==> config.mk <==
export PLATFORM = sky130hd
export DESIGN_NAME = pp_loop_monitor
export DESIGN_NICKNAME = d
export VERILOG_FILES = /design/src/rtl/pp_loop_mon_pkg.sv /design/src/rtl/pp_sat_cnt.sv /design/src/rtl/pp_loop_monitor.sv
export SDC_FILE = /design/constraint.sdc
export NUM_CORES = 1
export LEC_CHECK = 0
export CAP_MARGIN = 20
export CORE_ASPECT_RATIO = 0.8
export CORE_MARGIN = 2
export CORE_UTILIZATION = 39
export DETAILED_ROUTE_END_ITERATION = 6
export GPL_TIMING_DRIVEN = 0
export PLACE_DENSITY = 0.74
export SYNTH_ARGS = -nofsm -noshare
export SYNTH_HDL_FRONTEND = slang
export SYNTH_SLANG_ARGS = --single-unit
export TNS_END_PERCENT = 50
==> constraint.sdc <==
create_clock -name clock -period 7.45 [get_ports clock]
set_clock_uncertainty 0.15 [all_clocks]
set_input_delay 1.1175 -clock clock [delete_from_list [all_inputs] [get_ports clock]]
set_output_delay 1.1175 -clock clock [all_outputs]
set_load 0.05 [all_outputs]
==> src/rtl/pp_loop_mon_pkg.sv <==
// Shared types and constants for the pipelined-loop progress monitor.
package pp_loop_mon_pkg;

  typedef enum logic [2:0] {
    IDLE  = 3'd0,
    ARMED = 3'd1,
    RUN   = 3'd2,
    DRAIN = 3'd3,
    DONE  = 3'd4
  } loop_state_e;

  localparam int unsigned ERR_UNDER   = 0;
  localparam int unsigned ERR_OVER    = 1;
  localparam int unsigned ERR_TIMEOUT = 2;

endpackage

==> src/rtl/pp_sat_cnt.sv <==
// Saturating up-counter with synchronous clear and a freeze that overrides everything.
module pp_sat_cnt #(
  parameter int unsigned WIDTH = 32
) (
  input  logic             clock,
  input  logic             reset,
  input  logic             inc,
  input  logic             clr,
  input  logic             freeze,
  output logic [WIDTH-1:0] count
);

  // Hold at all-ones instead of wrapping; clear wins over increment.
  always_ff @(posedge clock or posedge reset) begin
    if (reset) begin
      count <= '0;
    end else if (!freeze) begin
      if (clr) begin
        count <= '0;
      end else if (inc && (count != '1)) begin
        count <= count + WIDTH'(1);
      end
    end
  end

endmodule

==> src/rtl/pp_loop_monitor.sv <==
// Turns the per-cycle control snapshot of one pipelined loop into loop-level
// progress state: iteration counts, in-flight depth, stalls, trip count and
// sticky protocol/deadlock errors.
module pp_loop_monitor
  import pp_loop_mon_pkg::*;
#(
  parameter int unsigned FSM_WIDTH   = 2,
  parameter int unsigned CNT_WIDTH   = 32,
  parameter int unsigned DEPTH_MAX   = 8,
  parameter int unsigned STALL_LIMIT = 100000
) (
  input  logic                               clock,
  input  logic                               reset,
  input  logic [FSM_WIDTH-1:0]               cur_state,
  input  logic [FSM_WIDTH-1:0]               pre_loop_state0,
  input  logic [FSM_WIDTH-1:0]               loop_quit_state,
  input  logic [FSM_WIDTH-1:0]               iter_start_state,
  input  logic [FSM_WIDTH-1:0]               iter_end_state,
  input  logic [FSM_WIDTH-1:0]               post_loop_state0,
  input  logic [FSM_WIDTH-1:0]               post_loop_state1,
  input  logic [FSM_WIDTH-1:0]               post_loop_state2,
  input  logic [FSM_WIDTH-1:0]               post_loop_state3,
  input  logic [FSM_WIDTH-1:0]               post_loop_state4,
  input  logic [FSM_WIDTH-1:0]               post_loop_state5,
  input  logic [FSM_WIDTH-1:0]               post_loop_state6,
  input  logic [FSM_WIDTH-1:0]               post_loop_state7,
  input  logic                               pre_states_valid,
  input  logic [7:0]                         post_states_valid,
  input  logic                               iter_start_enable,
  input  logic                               iter_start_block,
  input  logic                               iter_end_enable,
  input  logic                               iter_end_block,
  input  logic                               quit_at_end,
  input  logic                               finish,
  output logic [2:0]                         loop_state,
  output logic [CNT_WIDTH-1:0]               iter_started,
  output logic [CNT_WIDTH-1:0]               iter_ended,
  output logic [CNT_WIDTH-1:0]               stall_cycles,
  output logic [CNT_WIDTH-1:0]               trip_count,
  output logic [$clog2(DEPTH_MAX+1)-1:0]     inflight,
  output logic [$clog2(DEPTH_MAX+1)-1:0]     max_inflight,
  output logic                               loop_done,
  output logic [2:0]                         err
);

  localparam int unsigned IW = $clog2(DEPTH_MAX + 1);

  loop_state_e          state_q, state_nx;
  logic                 frozen_q, freeze;
  logic [IW-1:0]        inflight_q, inflight_nx, max_q;
  logic [2:0]           err_q, err_nx;
  logic [CNT_WIDTH-1:0] trip_q, ended_nx, idle_cnt;
  logic                 done_q;

  logic                 start_evt, end_evt, stall, post_hit;
  logic                 in_run, active, s_ok, e_ok, under, over, drain_start;
  logic                 inc_start, inc_end, idle_evt, timeout, idle_clr;
  logic [FSM_WIDTH-1:0] post_state [8];

  assign post_state[0] = post_loop_state0;
  assign post_state[1] = post_loop_state1;
  assign post_state[2] = post_loop_state2;
  assign post_state[3] = post_loop_state3;
  assign post_state[4] = post_loop_state4;
  assign post_state[5] = post_loop_state5;
  assign post_state[6] = post_loop_state6;
  assign post_state[7] = post_loop_state7;

  // Decode the snapshot into events and compute every next-state value.
  // Illegal starts/ends (underflow, overflow, start while draining) only raise
  // errors; they are not counted as iterations.
  always_comb begin
    start_evt   = iter_start_enable & ~iter_start_block & (cur_state == iter_start_state);
    end_evt     = iter_end_enable & ~iter_end_block & (cur_state == iter_end_state);
    stall       = (iter_start_enable & iter_start_block) | (iter_end_enable & iter_end_block);
    post_hit    = 1'b0;
    for (int unsigned i = 0; i < 8; i++) begin
      post_hit = post_hit | (post_states_valid[i] & (cur_state == post_state[i]));
    end
    freeze      = finish | frozen_q;
    in_run      = (state_q == RUN) || (state_q == DRAIN);
    active      = (state_q != DONE);
    s_ok        = active && (state_q != DRAIN) && start_evt;
    e_ok        = active && end_evt;
    drain_start = (state_q == DRAIN) && start_evt;
    under       = e_ok && !s_ok && (inflight_q == '0);
    over        = s_ok && !e_ok && (inflight_q == IW'(DEPTH_MAX));
    inc_start   = s_ok && !over;
    inc_end     = e_ok && !under;
    inflight_nx = inflight_q;
    if (inc_start && !inc_end) inflight_nx = inflight_q + IW'(1);
    if (inc_end && !inc_start) inflight_nx = inflight_q - IW'(1);
    ended_nx    = (inc_end && (iter_ended != '1)) ? iter_ended + CNT_WIDTH'(1) : iter_ended;
    idle_evt    = in_run && !(start_evt || end_evt);
    timeout     = idle_evt && (idle_cnt >= CNT_WIDTH'(STALL_LIMIT - 1));
    idle_clr    = start_evt || end_evt || !in_run;

    state_nx = state_q;
    case (state_q)
      IDLE: begin
        if (s_ok) state_nx = RUN;
        else if (pre_states_valid && (cur_state == pre_loop_state0)) state_nx = ARMED;
      end
      ARMED: if (s_ok) state_nx = RUN;
      RUN: if ((cur_state == loop_quit_state) && (quit_at_end ? end_evt : 1'b1)) state_nx = DRAIN;
      DRAIN: if ((inflight_nx == '0) && post_hit) state_nx = DONE;
      default: state_nx = IDLE;
    endcase
    if (timeout) state_nx = IDLE;

    err_nx = err_q;
    err_nx[ERR_UNDER]   = err_q[ERR_UNDER] | under;
    err_nx[ERR_OVER]    = err_q[ERR_OVER] | over | drain_start;
    err_nx[ERR_TIMEOUT] = err_q[ERR_TIMEOUT] | timeout;
  end

  pp_sat_cnt #(.WIDTH(CNT_WIDTH)) u_started (
    .clock(clock), .reset(reset), .inc(inc_start), .clr(state_q == DONE),
    .freeze(freeze), .count(iter_started)
  );

  pp_sat_cnt #(.WIDTH(CNT_WIDTH)) u_ended (
    .clock(clock), .reset(reset), .inc(inc_end), .clr(state_q == DONE),
    .freeze(freeze), .count(iter_ended)
  );

  pp_sat_cnt #(.WIDTH(CNT_WIDTH)) u_stall (
    .clock(clock), .reset(reset), .inc(stall && in_run), .clr(1'b0),
    .freeze(freeze), .count(stall_cycles)
  );

  pp_sat_cnt #(.WIDTH(CNT_WIDTH)) u_idle (
    .clock(clock), .reset(reset), .inc(idle_evt), .clr(idle_clr),
    .freeze(freeze), .count(idle_cnt)
  );

  // Loop FSM plus registered depth, error, trip-count and done state.
  always_ff @(posedge clock or posedge reset) begin
    if (reset) begin
      state_q    <= IDLE;
      frozen_q   <= 1'b0;
      inflight_q <= '0;
      max_q      <= '0;
      err_q      <= '0;
      trip_q     <= '0;
      done_q     <= 1'b0;
    end else begin
      if (finish) frozen_q <= 1'b1;
      if (freeze) begin
        done_q <= 1'b0;
      end else begin
        state_q    <= state_nx;
        inflight_q <= (state_q == DONE) ? '0 : inflight_nx;
        if (inflight_nx > max_q) max_q <= inflight_nx;
        err_q      <= err_nx;
        done_q     <= (state_nx == DONE);
        if ((state_nx == DONE) && (state_q != DONE)) trip_q <= ended_nx;
      end
    end
  end

  assign loop_state   = state_q;
  assign inflight     = inflight_q;
  assign max_inflight = max_q;
  assign err          = err_q;
  assign trip_count   = trip_q;
  assign loop_done    = done_q;

endmodule

==> results by group <==
Status
  – Status: finished, final reports clean

Logic synthesis
  – Mean Syn Cell Area: roughly 9.7 um2
  – EDFF count, synth: 0
  – Ys Warns: 0
  – Dominant cell type by area after synthesis: dfrtp_1
  – Synth Net Count: 1054
  – Synth Flop Type: dfrtp_1
  – Largest cells by area after synthesis: dfrtp_1 45%, xnor2_1 9.9%, mux2_4 4.3%
  – Sequential share of the synthesized area: a little under half
  – Commonest cells in the netlist: 176 x dfrtp_1, 110 x xnor2_1, 97 x nor2_1
  – Synth cell types: 60
  – Synth Register Bits: between 150 and 200
  – Ys async rst share: 100%
  – Synthesized area: around 0.0097 mm2
  – Share of the synthesized area in the top cell type: 45.3%
  – Most frequent cell after synthesis: dfrtp_1
  – Mapped Cells: 1000

Clocking
  – Inserted Clock Buffers: 17
  – Max Root-Sink Buffers: 2
  – H-tree levels: 4
  – CTS Root Cell: clkbuf_16
  – Clk Latency, worst-skew pair: 430 ps
  – Clk pin slew, worst setup/hold paths: 80 ps
  – CTS-repair resized insts: 0
  – CTS tree: yes
  – TritonCTS Sinks: 176
  – Post-CTS Setup Bufs: 0
  – Hold-fix buffers, CTS: 0

Die
  – Row count: 51
  – # IOs: 186
  – Die width: approximately 180 um
  – Die height: 145 um
  – Die footprint: 0.0262 mm2
  – Core area: 0.0244 mm2
  – Starting Density: 39.8%

Finish
  – Final non-filler cell area: 0.0126 mm2
  – Diodes inserted: 0
  – Share of post-route cells with drive strength above 1: 7.32%
  – Fin nets: 1257
  – Non-filler cells, final: 1534
  – Layout area overhead: 29.2%
  – Final core utilization: 51.5%
  – # fillers: between 2000 and 2500

Setup path
  – Arrival time at the worst endpoint: 4780 ps
  – Startpoint Class: input port
  – Worst setup EP type: register
  – WP data required: 7620 ps
  – CP Max Fanout: 7
  – Kind of critical path: input port to register

Route
  – ANT nets after route: 0
  – Vias after detailed routing: ~8400
  – Wire length per cell: 17.9 um
  – Routed wire length: about 27 mm
  – Residual DRC: 0
  – Iter 0 DRT Violations: 635
  – First drt pass iteration count: 7
  – Post-DR vias/cell: 5.50

Placed design
  – Gpl congestion: 0.851
  – Post-Place Setup Slack: 2440 ps
  – Placed cells: 1502
  – Final HPWL DP: 19.7 mm
  – I/O Buffers: between 150 and 200
  – Dpl cell area: 0.0120 mm2

Power
  – Peak VDD IR: between 0.1 and 0.15 mV
  – Pwr dens: 167 mW/mm2
  – Power Total: between 2 and 2.5 mW
  – Leakage: around 5.2 nW

STA
  – Setup TNS: 0 ps
  – Fin crit share: 61.9%
  – Final Setup Violations: 0
  – Max Freq: ~220 MHz
  – Post-layout min period: 4610 ps
  – Final hold slack: 322 ps
  – Slew @ Worst Pin: 979 ps
  – Final hold vios: 0
  – Max Slew Vio Count: 0
  – Unrepaired setup endpoints after global routing: false
  – Fin worst setup slack: 2840 ps
  – Relative slew slack: 34.1%

GRT
  – Antenna violations before repair: 0
  – Pin count of the biggest net entering global routing: 124
  – Overall routing resource usage: a little over a fifth
  – Total gr overflow: 0
  – Global-route wire length before repair: 44.8 mm
  – Number of global-route vias before repair: 8310

Flow run
  – Max-cap violations: 0

Min path
  – Worst Hold Class: register to register
[logic make-up (layout without fill, tap and decap cells)]
group	after synthesis	in the layout	share of synthesized area (%)
simple gates	430	430	23.3
flops	176	176	45.2
xor+xnor	148	148	13.3
compound gates	130	130	8.56
buf+inv	70	286	3.03
mux	35	35	5.10
fa+ha+maj	11	11	1.41
[layout by cell type, fill, tap and decap left out, drive strengths merged, types with 38 or more instances in the layout]
| cell | n |
|---|---|
| nand3 | 56 |
| nor2 | 97 |
| nand2 | 86 |
| clkbuf | 54 |
| dfrtp | 176 |
| xnor2 | 110 |
| xor2 | 38 |
| o21ai | 48 |
| nand4 | 38 |
| clkdlybuf4s50 | 183 |
[cell type report]
type / count / area, um2 / area share, %
buffer: 48 / 213 / 1.69
clock buffer: 19 / 433 / 3.44
clock inverter: 13 / 146 / 1.16
inverter: 22 / 90.1 / 0.716
multi-input combinational: 754 / 5030 / 40.0
sequential: 176 / 4400 / 35.0
tap: 318 / 398 / 3.16
timing repair buffer: 184 / 1860 / 14.8
[sequential cells by signal, summed over array words and instances, names as in the netlist, 3 cells and up]
| signal | cells |
|---|---|
| err | 3 |
| loop_state | 3 |
| u_idle.count | 32 |
| u_stall.count | 32 |
| trip_count | 32 |
| inflight | 4 |
| u_ended.count | 32 |
| max_inflight | 4 |
| u_started.count | 32 |
[routing by layer]
layer  vias up  part of all wire, %  global-route usage [%]
met5         -                    0                       0
met4         0                 0.59                    4.27
met3        16                  6.7                    4.79
met2       284                   46                    32.4
met1      4173                   47                    30.0
li1       3962                    -                       -
[worst max-delay path, stage by stage]
cell	delay (ps)
clkdlybuf4s50_1	460
xnor2_1	250
nand4_1	220
nor3_1	480
mux2i_1	170
a211oi_2	400
inv_1	150
ha_1	320
nor2b_1	140
o21a_1	160
o21a_1	160
o21ai_1	360
mux2_2	390
[final timing paths]
| check | from | endpoint | slack (ps) | cells past startpoint |
|---|---|---|---|---|
| max in group asynchronous | reset | u_ended.count[10] | 5250 | 3 |
| max | iter_end_state[0] | max_inflight[3] | 2840 | 13 |
| min in group asynchronous | reset | u_started.count[8] | 940 | 2 |
| min reg2reg | err[2] | err[2] | 320 | 1 |
| min | err[2] | err[2] | 320 | 1 |
| max reg2reg | loop_state[2] | max_inflight[3] | 3380 | 12 |
[power breakdown]
group	switching, mW	leakage [nW]	internal, mW
Sequential	0.0218	2.40	0.971
Clock	0.425	0.280	0.476
Combinational	0.126	2.54	0.0865
No activity file was read; power rests on OpenSTA's default activity.
